### src/rtl/blood_ph_monitor_controller_if.sv
// Sensor handshake, operator controls and alarm-panel outputs of the blood-pH monitor.
// The master modport is the controller; the slave modport is the sensor/panel side.
interface blood_ph_monitor_controller_if;
  logic       enable;
  logic       sampleValid;
  logic [3:0] sampleData;
  logic       alarmAck;
  logic       sampleReq;
  logic [3:0] phLatched;
  logic       alarmP;
  logic       warningQ;
  logic       sensorFault;
  logic       newSample;

  modport master (
    input  enable, sampleValid, sampleData, alarmAck,
    output sampleReq, phLatched, alarmP, warningQ, sensorFault, newSample
  );

  modport slave (
    output enable, sampleValid, sampleData, alarmAck,
    input  sampleReq, phLatched, alarmP, warningQ, sensorFault, newSample
  );
endinterface

### src/rtl/blood_ph_monitor_controller.sv
// Periodic blood-pH acquisition: timed sensor request, req/valid handshake with timeout,
// P/Q range classification and sticky, acknowledgeable alarm/warning/fault flags.
module blood_ph_monitor_controller #(
  parameter int unsigned SAMPLE_PERIOD = 16,
  parameter int unsigned TIMEOUT       = 8,
  parameter int unsigned CONFIRM_COUNT = 3
) (
  input  logic                            clock,
  input  logic                            reset,
  blood_ph_monitor_controller_if.master   bus
);

  localparam int unsigned TW = $clog2(SAMPLE_PERIOD) + 1;
  localparam int unsigned OW = $clog2(TIMEOUT) + 1;
  localparam int unsigned CW = $clog2(CONFIRM_COUNT) + 1;

  typedef enum logic [1:0] {IDLE, REQUEST, EVAL} state_t;

  state_t          state_q, state_d;
  logic [TW-1:0]   timer_q, timer_d;
  logic [OW-1:0]   timeout_q, timeout_d;
  logic [CW-1:0]   p_cnt_q, p_cnt_d;
  logic [CW-1:0]   q_cnt_q, q_cnt_d;
  logic [3:0]      ph_latched_q, ph_latched_d;
  logic            sample_req_q, sample_req_d;
  logic            alarm_p_q, alarm_p_d;
  logic            warning_q_q, warning_q_d;
  logic            sensor_fault_q, sensor_fault_d;
  logic            new_sample_q, new_sample_d;

  logic            timer_hit;
  logic            timeout_hit;
  logic            p_abn;
  logic            q_abn;

  assign timer_hit   = (timer_q == TW'(SAMPLE_PERIOD - 1));
  assign timeout_hit = (timeout_q == OW'(TIMEOUT - 1));
  assign p_abn       = (ph_latched_q == 4'd7) || (ph_latched_q == 4'd8);
  assign q_abn       = (ph_latched_q >= 4'd6) && (ph_latched_q <= 4'd9);

  always_ff @(posedge clock or posedge reset) begin
    if (reset) begin
      state_q        <= IDLE;
      timer_q        <= '0;
      timeout_q      <= '0;
      p_cnt_q        <= '0;
      q_cnt_q        <= '0;
      ph_latched_q   <= '0;
      sample_req_q   <= 1'b0;
      alarm_p_q      <= 1'b0;
      warning_q_q    <= 1'b0;
      sensor_fault_q <= 1'b0;
      new_sample_q   <= 1'b0;
    end else begin
      state_q        <= state_d;
      timer_q        <= timer_d;
      timeout_q      <= timeout_d;
      p_cnt_q        <= p_cnt_d;
      q_cnt_q        <= q_cnt_d;
      ph_latched_q   <= ph_latched_d;
      sample_req_q   <= sample_req_d;
      alarm_p_q      <= alarm_p_d;
      warning_q_q    <= warning_q_d;
      sensor_fault_q <= sensor_fault_d;
      new_sample_q   <= new_sample_d;
    end
  end

  always_comb begin
    state_d = state_q;
    case (state_q)
      IDLE:    if (bus.enable && timer_hit) state_d = REQUEST;
      REQUEST: begin
        if (!bus.enable)          state_d = IDLE;
        else if (bus.sampleValid) state_d = EVAL;
        else if (timeout_hit)     state_d = IDLE;
      end
      EVAL:    state_d = IDLE;
      default: state_d = IDLE;
    endcase
  end

  always_comb begin
    timer_d        = timer_q;
    timeout_d      = timeout_q;
    p_cnt_d        = p_cnt_q;
    q_cnt_d        = q_cnt_q;
    ph_latched_d   = ph_latched_q;
    sample_req_d   = sample_req_q;
    new_sample_d   = 1'b0;
    // Ack clears first; any set below overrides it in the same cycle.
    alarm_p_d      = bus.alarmAck ? 1'b0 : alarm_p_q;
    warning_q_d    = bus.alarmAck ? 1'b0 : warning_q_q;
    sensor_fault_d = bus.alarmAck ? 1'b0 : sensor_fault_q;

    case (state_q)
      IDLE: begin
        if (!bus.enable) begin
          timer_d = '0;
        end else if (timer_hit) begin
          timer_d      = '0;
          sample_req_d = 1'b1;
        end else begin
          timer_d = timer_q + TW'(1);
        end
      end
      REQUEST: begin
        timeout_d = timeout_q + OW'(1);
        if (!bus.enable) begin
          sample_req_d = 1'b0;
          timeout_d    = '0;
        end else if (bus.sampleValid) begin
          ph_latched_d = bus.sampleData;
          sample_req_d = 1'b0;
          timeout_d    = '0;
        end else if (timeout_hit) begin
          sensor_fault_d = 1'b1;
          sample_req_d   = 1'b0;
          timeout_d      = '0;
        end
      end
      EVAL: begin
        if (!p_abn)                             p_cnt_d = '0;
        else if (p_cnt_q != CW'(CONFIRM_COUNT)) p_cnt_d = p_cnt_q + CW'(1);
        if (!q_abn)                             q_cnt_d = '0;
        else if (q_cnt_q != CW'(CONFIRM_COUNT)) q_cnt_d = q_cnt_q + CW'(1);
        if (p_cnt_d == CW'(CONFIRM_COUNT)) alarm_p_d   = 1'b1;
        if (q_cnt_d == CW'(CONFIRM_COUNT)) warning_q_d = 1'b1;
        new_sample_d = 1'b1;
        timer_d      = '0;
      end
      default: ;
    endcase
  end

  assign bus.sampleReq   = sample_req_q;
  assign bus.phLatched   = ph_latched_q;
  assign bus.alarmP      = alarm_p_q;
  assign bus.warningQ    = warning_q_q;
  assign bus.sensorFault = sensor_fault_q;
  assign bus.newSample   = new_sample_q;

endmodule
### src/flat_wrapper.sv
// flat-port wrapper written by rule: the top's interface ports become plain ports
module blood_ph_monitor_controller_flat 
#(
  parameter int unsigned SAMPLE_PERIOD = 16,
  parameter int unsigned TIMEOUT       = 8,
  parameter int unsigned CONFIRM_COUNT = 3
)
  (clock, reset, bus_enable, bus_sampleValid, bus_sampleData, bus_alarmAck, bus_sampleReq, bus_phLatched, bus_alarmP, bus_warningQ, bus_sensorFault, bus_newSample);
  blood_ph_monitor_controller_if bus_i ();
  input  logic clock;
  input  logic reset;
  input wire logic [$bits(bus_i.enable)-1:0] bus_enable;
  input wire logic [$bits(bus_i.sampleValid)-1:0] bus_sampleValid;
  input wire logic [$bits(bus_i.sampleData)-1:0] bus_sampleData;
  input wire logic [$bits(bus_i.alarmAck)-1:0] bus_alarmAck;
  output wire logic [$bits(bus_i.sampleReq)-1:0] bus_sampleReq;
  output wire logic [$bits(bus_i.phLatched)-1:0] bus_phLatched;
  output wire logic [$bits(bus_i.alarmP)-1:0] bus_alarmP;
  output wire logic [$bits(bus_i.warningQ)-1:0] bus_warningQ;
  output wire logic [$bits(bus_i.sensorFault)-1:0] bus_sensorFault;
  output wire logic [$bits(bus_i.newSample)-1:0] bus_newSample;
  assign bus_i.enable = bus_enable;
  assign bus_i.sampleValid = bus_sampleValid;
  assign bus_i.sampleData = bus_sampleData;
  assign bus_i.alarmAck = bus_alarmAck;
  assign bus_sampleReq = bus_i.sampleReq;
  assign bus_phLatched = bus_i.phLatched;
  assign bus_alarmP = bus_i.alarmP;
  assign bus_warningQ = bus_i.warningQ;
  assign bus_sensorFault = bus_i.sensorFault;
  assign bus_newSample = bus_i.newSample;
  blood_ph_monitor_controller #(.SAMPLE_PERIOD(SAMPLE_PERIOD), .TIMEOUT(TIMEOUT), .CONFIRM_COUNT(CONFIRM_COUNT)) u_core (.clock(clock), .reset(reset), .bus(bus_i));
endmodule
### config.mk
export PLATFORM = sky130hd
export DESIGN_NAME = blood_ph_monitor_controller_flat
export DESIGN_NICKNAME = d
export VERILOG_FILES = /design/src/rtl/blood_ph_monitor_controller_if.sv /design/src/rtl/blood_ph_monitor_controller.sv /design/src/flat_wrapper.sv
export SDC_FILE = /design/constraint.sdc
export NUM_CORES = 1
export LEC_CHECK = 0
export ABC_AREA = 1
export CAP_MARGIN = 10
export CORE_MARGIN = 4
export CORE_UTILIZATION = 52
export DETAILED_ROUTE_END_ITERATION = 10
export MAX_ROUTING_LAYER = met4
export PLACE_DENSITY = 0.88
export REMOVE_ABC_BUFFERS = 1
export SLEW_MARGIN = 25
export SYNTH_ARGS = -nofsm -noshare
export SYNTH_HDL_FRONTEND = slang
export SYNTH_SLANG_ARGS = --single-unit
### constraint.sdc
create_clock -name clock -period 1.5 [get_ports clock]
set_input_delay 0.3 -clock clock [delete_from_list [all_inputs] [get_ports clock]]
set_output_delay 0.3 -clock clock [all_outputs]
set_load 0.01 [all_outputs]
# == Yosys cells after proc, flatten, opt, wreduce, memory -nomap -nowiden ==
# Cells that the tools add are included.
# classes
n_eq_ne,14
n_lt_le_gt_ge,2
mux,35
reduce_logical,9
n_addsub,4
# ops
operator,n
3-bit two-way mux,6
1-bit two-way mux,17
4-bit two-way mux,3
5-bit two-way mux,2
5-bit one-hot mux with 2 select lines,1
"4-bit by 3-bit == test with 1-bit output, second input constant",2
2-bit two-way mux,4
"3-bit by 1-bit adder with 3-bit output, second input constant",2
"3-bit by 2-bit == test with 1-bit output, second input constant",2
"3-bit by 2-bit != test with 1-bit output, second input constant",2
"5-bit by 1-bit adder with 5-bit output, second input constant",1
"5-bit by 4-bit == test with 1-bit output, second input constant",1
"4-bit by 1-bit adder with 4-bit output, second input constant",1
"4-bit == test, second input constant",1
"4-bit by 3-bit greater-or-equal comparator with 1-bit output, second input constant",1
"4-bit <= comparator, second input constant",1
"2-bit by 1-bit != test with 1-bit output, second input constant",2
"4-bit by 3-bit != test with 1-bit output, second input constant",1
2-bit one-hot mux with 2 select lines,1
4-bit AND reduction,1
2-bit nonzero test,2
3-bit AND reduction,1
"2-bit by 1-bit == test with 1-bit output, second input constant",1
"2-bit == test, second input constant",1
other kinds (6),7
# word_totals
register_bits,26
out_inout_bits,9

# == Longest topological paths before layout ==
# Gate-level depths: netlist of run 1.
# logic_depth
ltp_word,7
ltp_mapped,8

# == Worst setup path before layout of run 1 ==
# Ideal clock, no wire load.
# synth_path
path_type,register to register
start,register u_core.p_cnt_q[0]
end,register u_core.p_cnt_q[1]
setup_ns,0.126
arrival_ns,0.958
n_path_buf,0
t_required_ns,1.374
period_less_slack_ns,1.084
setup_slack_ns,0.416
stages_incl_launch_ff,8
path_cell_list,dfrtp_1 ha_1 inv_1 nand2_1 nand2_1 nor2_1 nand2_1 o21ai_0
# synth_via
elab_chain_cells,4
elab_cells_between_ends,5
classes_between,add/sub (1); eq/ne (1); mux (3)
# synth_rtl
item,line,rtl
"start, declared",blood_ph_monitor_controller.sv:22,"logic [CW-1:0] p_cnt_q, p_cnt_d;"
"start signal, assigned",blood_ph_monitor_controller.sv:58,p_cnt_q <= p_cnt_d;
3-bit by 1-bit adder with 3-bit output / 3-bit by 2-bit != test with 1-bit output (equally long branches),blood_ph_monitor_controller.sv:124,else if (p_cnt_q != CW'(CONFIRM_COUNT)) p_cnt_d = p_cnt_q + CW'(1);
3-bit two-way mux (*),blood_ph_monitor_controller.sv:124,
3-bit two-way mux (*),blood_ph_monitor_controller.sv:123,if (!p_abn) p_cnt_d = '0;
3-bit two-way mux (*),blood_ph_monitor_controller.sv:96,case (state_q)
# Every way passes the cells marked *; elsewhere a longest branch is shown, timed or not. The select of a mux whose other input is x is not followed.
# A chain may end at the register's enable or synchronous reset.

# == Worst setup path in the final report of run 1 ==
# layout_path
start,register u_core.ph_latched_q[1] (netlist: u_core.bus.phLatched[1])
end,output port bus_phLatched[1]
# layout_lines
item,line,rtl
"start, declared",blood_ph_monitor_controller.sv:24,"logic [3:0] ph_latched_q, ph_latched_d;"
"start signal, assigned",blood_ph_monitor_controller.sv:60,ph_latched_q <= ph_latched_d;
"end, declared",flat_wrapper.sv:17,output wire logic [$bits(bus_i.phLatched)-1:0] bus_phLatched;
# No word-level cell between the ends.

==> results of run 1 <==
## layer usage
layer / vias to the layer above / track usage (%) / routed length [µm]
li1: 520 / - / -
met1: 464 / 21.1 / 1040
met2: 33 / 30.0 / 1210
met3: 6 / 2.30 / 129
met4: 0 / 9.93 / 65
met5: - / - / 0
## path summary, 6_finish.rpt
kind	startpoint	end	cells after the start
max in group asynchronous	reset	u_core.timeout_q[1]$_DFFE_PP0P_	3
min in group clock	u_core.bus.sampleReq$_DFFE_PP0P_	u_core.bus.sampleReq$_DFFE_PP0P_	2
min	reset	u_core.p_cnt_q[2]$_DFFE_PP0P_	3
max	u_core.bus.phLatched[1]$_DFFE_PP0P_	bus_phLatched[1]	1
min reg2reg	u_core.bus.sampleReq$_DFFE_PP0P_	u_core.bus.sampleReq$_DFFE_PP0P_	2
max reg2reg	u_core.bus.phLatched[3]$_DFFE_PP0P_	u_core.p_cnt_q[1]$_DFFE_PP0P_	6
## state kept, by name (all words and copies together), names as in the netlist
name,count
u_core.bus.newSample,1
u_core.state_q,2
u_core.q_cnt_q,3
u_core.bus.phLatched,4
u_core.bus.sampleReq,1
u_core.bus.warningQ,1
u_core.bus.sensorFault,1
u_core.timeout_q,4
u_core.bus.alarmP,1
u_core.timer_q,5
u_core.p_cnt_q,3
## kinds of logic (layout without fill, tap and decap cells)
logic type	count (synthesis)	in the layout	share of synthesized area, %
AND/OR/NAND/NOR	66	66	22.8
flip-flops	26	26	52.6
AO/OA/AOI/OAI	23	23	10.1
buffers and inverters	22	46	6.78
adder cells (fa/ha/maj)	4	4	4.05
XOR/XNOR	4	4	2.83
multiplexers	1	1	0.810
## power groups by stage
stage | Combinational (mW) | Sequential, mW | Clock, mW
2_1_floorplan | 0.0392 | 0.733 | 0
3_3_place_gp | 0.0727 | 0.735 | 0
3_5_place_dp | 0.0750 | 0.735 | 0
4_1_cts | 0.0747 | 0.721 | 0.356
5_1_grt | 0.0841 | 0.724 | 0.381
6_report | 0.0736 | 0.722 | 0.346
## stage by stage
step	utilization [%]	instance area, µm²
floorplan	-	1240
global placement	64.9	1450
detailed placement	64.9	1450
CTS	66.7	1490
global route	67.0	1500
finish	67.0	1500
## synth_stat cells
master,instances,area [µm²]
xor2_1,2,17.5
a22o_2,1,10.0
nand3b_1,1,7.51
nand4_1,1,6.26
a31o_2,1,8.76
clkinv_2,1,5.00
dfrtp_1,26,651
o22ai_1,1,6.26
nand2_1,40,150
nand3_1,16,80.1
xnor2_1,2,17.5
o21ai_0,19,95.1
a21oi_1,1,5.00
nor2_1,7,26.3
ha_1,4,50.1
inv_1,19,71.3
mux2i_1,1,10.0
nor2_4,1,11.3
inv_2,2,7.51
## repair_timing
item	in CTS	in global routing
resized for setup	8	2
setup buffers	2	0
endpoints found under the setup margin	8	2
pin swaps	0	0
## area by class of cell
type	count	share of cell area, %
clock buffers	4	2.42
inverters	22	5.60
multi-input cells	98	33.8
flip-flops and latches	26	43.5
well taps	28	2.34
repair buffers	20	12.4
## worst min-delay path, cell delays in order
cell	delay, ps
clkdlybuf4s50_1	400
inv_1	50
buf_4	300
==> flow_metrics.tcl, run 1 <==
set metrics [dict create \
    status "finished clean" \
    clkPwrFrac_pct 30.3 \
    final_nets 184 \
    grt_max_degree 27 \
    hp-class "input pin to async pin" \
    h-tree-depth 1 \
    final_antenna_net_count 0 \
    finalCritPeriodShare_pct 89.4 \
    cp_slowest_cell "dfrtp_1" \
    start_util_pct 55.4 \
    leakagePower_nw 0.783 \
    final.setup.tns_ps 0 \
    syn_area_um2 1240 \
    crit_family "flip-flops" \
    clock.fmax_mhz 746 \
    ff_latch_area_um2 651 \
    final_common_cell "nand2_1" \
    ys_seq_area_share_pct 52.6 \
    power_switching_share_pct 21.3 \
    critical_path_class "flop to primary output" \
    routed_wl_um 2450 \
    place_inst 192 \
    cp-end-kind "primary output" \
    drcViolationCount 0 \
    netlist-cell-type-count 19 \
    clk_latency_ps 320 \
    clock-sinks 26 \
    grt_overflow 0 \
    reg2reg_slack_ps 200 \
    final_cell_mix "40 x nand2_1, 26 x dfrtp_1, 19 x inv_1, 19 x o21ai_0, 16 x nand3_1" \
    crit_required_ps 1200 \
    synth-seq-cells 26 \
    final_cells 198 \
    netlist_instances 146 \
    port_buffers 17 \
    wl_per_cell_um 12.4 \
    multi_input_area_um2 505 \
    start_kind "flop" \
    cts_buffers 3 \
    dieArea_um2 3220 \
    vias_per_cell 5.17 \
    fin_skew_ps 3.20 \
    whs_ps 318 \
    setup_violations 0 \
    clockBufferDepth 2 \
    rsz0062_at_grt "false" \
    drt_iter0_drc 33 \
    grt_pass1_vias 1040 \
    comb_power_share_pct 6.5 \
    syn_area_per_cell_um2 8.47 \
    cp_cell_sequence "dlygate4sd2_1" \
    place_congestion 0.868 \
    p_sw_mw 0.243 \
    syn2layout_area_growth_pct 21.1 \
    grt_pass1_wl_um 4440 \
    worst_slack_ps 159 \
    pin_count 18 \
    intPower_mw 0.898 \
    drt_pre_antenna_iters 5 \
    hold_violations 0 \
    ir_drop_mv 0.805 \
    yosys_warnings 0 \
    cts_root_buf "clkbuf_4" \
    arrival_ps 1040 \
    core-area_um2 2230 \
    relSlewSlack_pct 78.9 \
    antenna_cells 0 \
    path_buf_inv 1 \
    power_frac_seq_pct 63.2 \
    place_hpwl_um 1890 \
    dieWidth_um 56.8 \
    drv_cap 0 \
    path_clk_slew_ps 130 \
    critical-path-max-stage-delay_ps 430 \
    p_per_area_nw_per_um2 762 \
    maxSlewViolCount 0 \
    rows 17 \
    num_vias 1023 \
    drive_gt1_share_pct 8.24 \
    nFillCells 190 \
    die_height_um 56.8 \
    antenna_found_initial 0 \
    dp_slack_ps 26.3 \
    cts_tree "done" \
    worstMarginPinSlew_ps 316 \
    cp_max_fo 3 \
    power.total_mw 1.14 \
    cts.hold.buffers_added 0 \
    grtUsageTotal_pct 18.1 \
    period_needed_ps 1340 \
]
Power figures use the tool's default switching activity.
==> run 2, diff against run 1 <==
Settings changed: CORE_ASPECT_RATIO from default to 1.25, SKIP_LAST_GASP from default to 1.
==> flow_metrics.tcl, run 2 (synthesis results as in run 1) <==
set metrics [dict create \
    critical-path-max-stage-delay_ps 430 \
    ir_drop_mv 0.628 \
    rows 19 \
    p_sw_mw 0.242 \
    drcViolationCount 0 \
    clock.fmax_mhz 740 \
    final.setup.tns_ps 0 \
    pin_count 18 \
    cts_buffers 3 \
    clock-sinks 26 \
    worstMarginPinSlew_ps 346 \
    final_common_cell "nand2_1" \
    grt_pass1_vias 1100 \
    hp-class "input pin to async pin" \
    grt.busiest_layer "met2" \
    clk_latency_ps 310 \
    place_hpwl_um 1940 \
    crit_family "flip-flops" \
    grtUsageMet2_pct 31.1 \
    grt_max_degree 27 \
    start_util_pct 55.3 \
    drt_iter0_drc 18 \
    core-area_um2 2230 \
    cp_slowest_cell "dfrtp_1" \
    grt_overflow 0 \
    cp-end-kind "primary output" \
    comb_power_share_pct 6.6 \
    met3_usage_pct 2.63 \
    vias_per_cell 5.23 \
    grtUsageTotal_pct 18.1 \
    power_switching_share_pct 21.2 \
    dieWidth_um 51.6 \
    path_buf_inv 1 \
    critical_path_class "flop to primary output" \
    cts.hold.buffers_added 0 \
    rsz0062_at_grt "false" \
    h-tree-depth 1 \
    die_height_um 62.5 \
    start_kind "flop" \
    drt_pre_antenna_iters 4 \
    dp_slack_ps 9.46 \
    hold_violations 0 \
    grt_use_met1_pct 20.6 \
    status "finished clean" \
    cp_max_fo 3 \
    syn2layout_area_growth_pct 20.7 \
    regMostFlops "u_core.timer_q" \
    final_nets 184 \
    fin_skew_ps 2.57 \
    intPower_mw 0.899 \
    leakagePower_nw 0.766 \
    worst_slack_ps 149 \
    grt_pass1_wl_um 4490 \
    setup_violations 0 \
    antenna_cells 0 \
    finalCritPeriodShare_pct 90.1 \
    port_buffers 17 \
    final_antenna_net_count 0 \
    clockBufferDepth 2 \
    final_cell_mix "40 x nand2_1, 26 x dfrtp_1, 19 x inv_1, 19 x o21ai_0, 16 x nand3_1" \
    antenna_found_initial 0 \
    crit_required_ps 1200 \
    cts_root_buf "clkbuf_4" \
    cp_cell_sequence "dlygate4sd2_1" \
    relSlewSlack_pct 76.3 \
    power_frac_seq_pct 63.3 \
    dieArea_um2 3230 \
    maxSlewViolCount 0 \
    p_per_area_nw_per_um2 764 \
    num_vias 1052 \
    drive_gt1_share_pct 7.65 \
    place_congestion 0.818 \
    period_needed_ps 1350 \
    drv_cap 0 \
    routed_wl_um 2480 \
    clkPwrFrac_pct 30.1 \
    path_clk_slew_ps 130 \
    nFillCells 203 \
    largest_reg_flops 5 \
    arrival_ps 1050 \
    wl_per_cell_um 12.3 \
    cts_tree "done" \
]
-- run 2: cell types whose count changed in the layout (fill, tap and decap cells not counted) --
cell | previous run | this run
mux2i_2 | 1 | 0
dlymetal6s2s_1 | 1 | 0
dlygate4sd2_1 | 8 | 9
mux2i_1 | 0 | 1
-- run 2: power by group through the flow --
stage	clock, mW	combinational [mW]	sequential (mW)
after floorplan	0	0.0392	0.733
after global placement	0	0.0722	0.734
after detailed placement	0	0.0765	0.736
after CTS	0.354	0.0766	0.722
after global routing	0.380	0.0856	0.724
final	0.344	0.0748	0.722
-- run 2: area by class of cell --
type | instances | area, µm² | share of cell area (%)
tap | 31 | 38.8 | 2.60
inverter | 22 | 83.8 | 5.62
multi-input combinational | 98 | 502 | 33.6
timing repair buffer | 20 | 181 | 12.2
sequential | 26 | 651 | 43.6
clock buffer | 4 | 36.3 | 2.43
-- run 2: what timing repair did --
action                     4_1_cts  5_1_grt
resized for setup                9        0
buffers inserted                 2        0
setup endpoints to repair        9        0
-- run 2: worst paths after layout --
| path | startpoint | cells past startpoint | slack (ps) | to |
|---|---|---|---|---|
| max | u_core.bus.phLatched[0]$_DFFE_PP0P_ | 1 | 150 | bus_phLatched[0] |
| min | reset | 3 | 320 | u_core.timer_q[0]$_DFFE_PP0P_ |
| max reg2reg | u_core.bus.phLatched[2]$_DFFE_PP0P_ | 6 | 240 | u_core.p_cnt_q[0]$_DFFE_PP0P_ |
| min reg2reg | u_core.bus.sampleReq$_DFFE_PP0P_ | 2 | 480 | u_core.bus.sampleReq$_DFFE_PP0P_ |
| max in group asynchronous | reset | 3 | 950 | u_core.p_cnt_q[1]$_DFFE_PP0P_ |
| min in group clock | u_core.bus.sampleReq$_DFFE_PP0P_ | 2 | 480 | u_core.bus.sampleReq$_DFFE_PP0P_ |
-- run 2: metrics by stage --
stage               utilization [%]  cells  instance area, µm²  total power, mW  hold WS (ps)
floorplan                         -    146                1240            0.772           340
global placement               65.0    195                1450            0.807           462
detailed placement             65.0    195                1450            0.812           462
CTS                            66.8    201                1490             1.15           321
global route                   66.8    201                1490             1.19           340
finish                         66.8    201                1490             1.14           317
-- run 2: per-layer routing --
metal  wire, µm  part of all wire, %
met3         83                  3.3
met5          0                    0
met4         57                  2.3
met1       1020                   41
met2       1320                   53
==> run 3, diff against run 2 <==
Settings changed: CORE_MARGIN 4 to 1, PLACE_DENSITY 0.88 to default, PLACE_DENSITY_LB_ADDON from default to 0.12.
==> flow_metrics.tcl, run 3 (synthesis results as in run 1) <==
set metrics [dict create \
    status "finished clean" \
    r2r-start "u_core.bus.phLatched[3]$_DFFE_PP0P_" \
    grtUsageTotal_pct 24.7 \
    vias_per_cell 5.10 \
    hp-class "input pin to async pin" \
    cp_cell_sequence "dlygate4sd2_1" \
    comb_power_share_pct 6.5 \
    drive_gt1_share_pct 9.25 \
    worstMarginPinSlew_ps 357 \
    rsz0062_at_grt "false" \
    p_sw_mw 0.258 \
    core-area_um2 2210 \
    reg2reg_slack_ps 180 \
    antenna_cells 0 \
    leakagePower_nw 0.795 \
    final_common_cell "nand2_1" \
    start_util_pct 55.9 \
    h-tree-depth 1 \
    cp_max_fo 2 \
    power_frac_seq_pct 62.3 \
    wl_per_cell_um 12.2 \
    grt_pass1_wl_um 4620 \
    dieArea_um2 2580 \
    setup_violations 0 \
    period_needed_ps 1340 \
    drt_pre_antenna_iters 4 \
    syn2layout_area_growth_pct 22.9 \
    ff2ff_path_depth 6 \
    critical_path_class "flop to primary output" \
    finalCritPeriodShare_pct 89.6 \
    maxSlewViolCount 0 \
    worst_slack_ps 156 \
    critical-path-max-stage-delay_ps 420 \
    clockBufferDepth 2 \
    arrival_ps 1040 \
    relSlewSlack_pct 75.5 \
    clkPwrFrac_pct 31.2 \
    power.total_mw 1.16 \
    place_hpwl_um 1810 \
    final_nets 187 \
    path_buf_inv 1 \
    drt_iter0_drc 14 \
    p_per_area_nw_per_um2 762 \
    hold_violations 0 \
    start_kind "flop" \
    cts.hold.buffers_added 0 \
    routed_wl_um 2490 \
    antenna_found_initial 0 \
    num_vias 1041 \
    grt_overflow 0 \
    crit_family "flip-flops" \
    cts_root_buf "clkbuf_4" \
    drcViolationCount 0 \
    rr_endpoint "u_core.p_cnt_q[0]$_DFFE_PP0P_" \
    final_core_util_pct 68.7 \
    grt_max_degree 27 \
    pin_count 18 \
    intPower_mw 0.899 \
    whs_ps 304 \
    dieWidth_um 45.6 \
    path_clk_slew_ps 140 \
    clock-sinks 26 \
    largest_reg_flops 5 \
    final_antenna_net_count 0 \
    die_height_um 56.5 \
    cts_buffers 3 \
    cts_tree "done" \
    cp_slowest_cell "dfrtp_1" \
    drv_cap 0 \
    clock.fmax_mhz 744 \
    place_inst 195 \
    grt_pass1_vias 1151 \
    port_buffers 17 \
    clk_latency_ps 330 \
    power_switching_share_pct 22.3 \
    final_cell_mix "40 x nand2_1, 26 x dfrtp_1, 19 x inv_1, 19 x o21ai_0, 16 x nand3_1" \
    final_cells 204 \
    crit_required_ps 1200 \
    place_congestion 0.836 \
    regMostFlops "u_core.timer_q" \
    dp_slack_ps 58.0 \
    cp-end-kind "primary output" \
    rows 19 \
    fin_skew_ps 7.77 \
    ir_drop_mv 0.562 \
]
## run 3: cell types whose count changed in the layout (fill, tap and decap cells not counted), sizes merged
cell and delta:
dlymetal6s2s +1, dlygate4sd2 -1, buf +3
## run 3: per-layer routing
layer | track usage, % | up-vias | part of all wire (%)
met1 | 25.5 | 500 | 40
met5 | - | - | 0
li1 | - | 522 | -
met4 | 7.79 | 0 | 1.8
met3 | 2.89 | 5 | 1.9
met2 | 45.7 | 14 | 56
## run 3: worst max-delay path by stage
stage	startpoint	endpoint	slack, ps	depth (start not counted)
finish	u_core.bus.warningQ$_DFF_PP0_	bus_warningQ	160	1
floorplan	u_core.p_cnt_q[0]$_DFFE_PP0P_	u_core.p_cnt_q[1]$_DFFE_PP0P_	420	7
CTS	u_core.bus.phLatched[0]$_DFFE_PP0P_	bus_phLatched[0]	-60	1
global placement	bus_enable	u_core.timer_q[3]$_DFFE_PP0P_	70	5
global route	u_core.bus.phLatched[1]$_DFFE_PP0P_	u_core.p_cnt_q[2]$_DFFE_PP0P_	110	6
detailed placement	bus_enable	u_core.timer_q[0]$_DFFE_PP0P_	60	5
## run 3: area by class of cell
| cell class | count | area, µm² |
|---|---|---|
| fillers | 184 | 692 |
| flip-flops and latches | 26 | 651 |
| multi-input cells | 98 | 502 |
| repair buffers | 23 | 208 |
| inverters | 22 | 83.8 |
| well taps | 31 | 38.8 |
| clock buffers | 4 | 36.3 |
## run 3: power by group through the flow
stage               clock, mW  sequential [mW]  combinational (mW)
finish                  0.361            0.721              0.0749
CTS                     0.368            0.721              0.0769
global placement            0            0.734              0.0734
detailed placement          0            0.735              0.0756
floorplan                   0            0.733              0.0392
global route            0.399            0.723              0.0867
## run 3: repair_timing
item / in CTS / in global routing
resized for setup: 8 / 1
endpoints found under the setup margin: 9 / 1
buffers inserted: 5 / 0
hold endpoints to repair: 0 / 0
pin swaps: 0 / 0
## run 3: through the flow
step | TNS, ps | area, µm²
2_1_floorplan | 0 | 1240
3_3_place_gp | 0 | 1450
3_5_place_dp | 0 | 1450
4_1_cts | -58.6 | 1520
5_1_grt | 0 | 1520
6_report | 0 | 1520
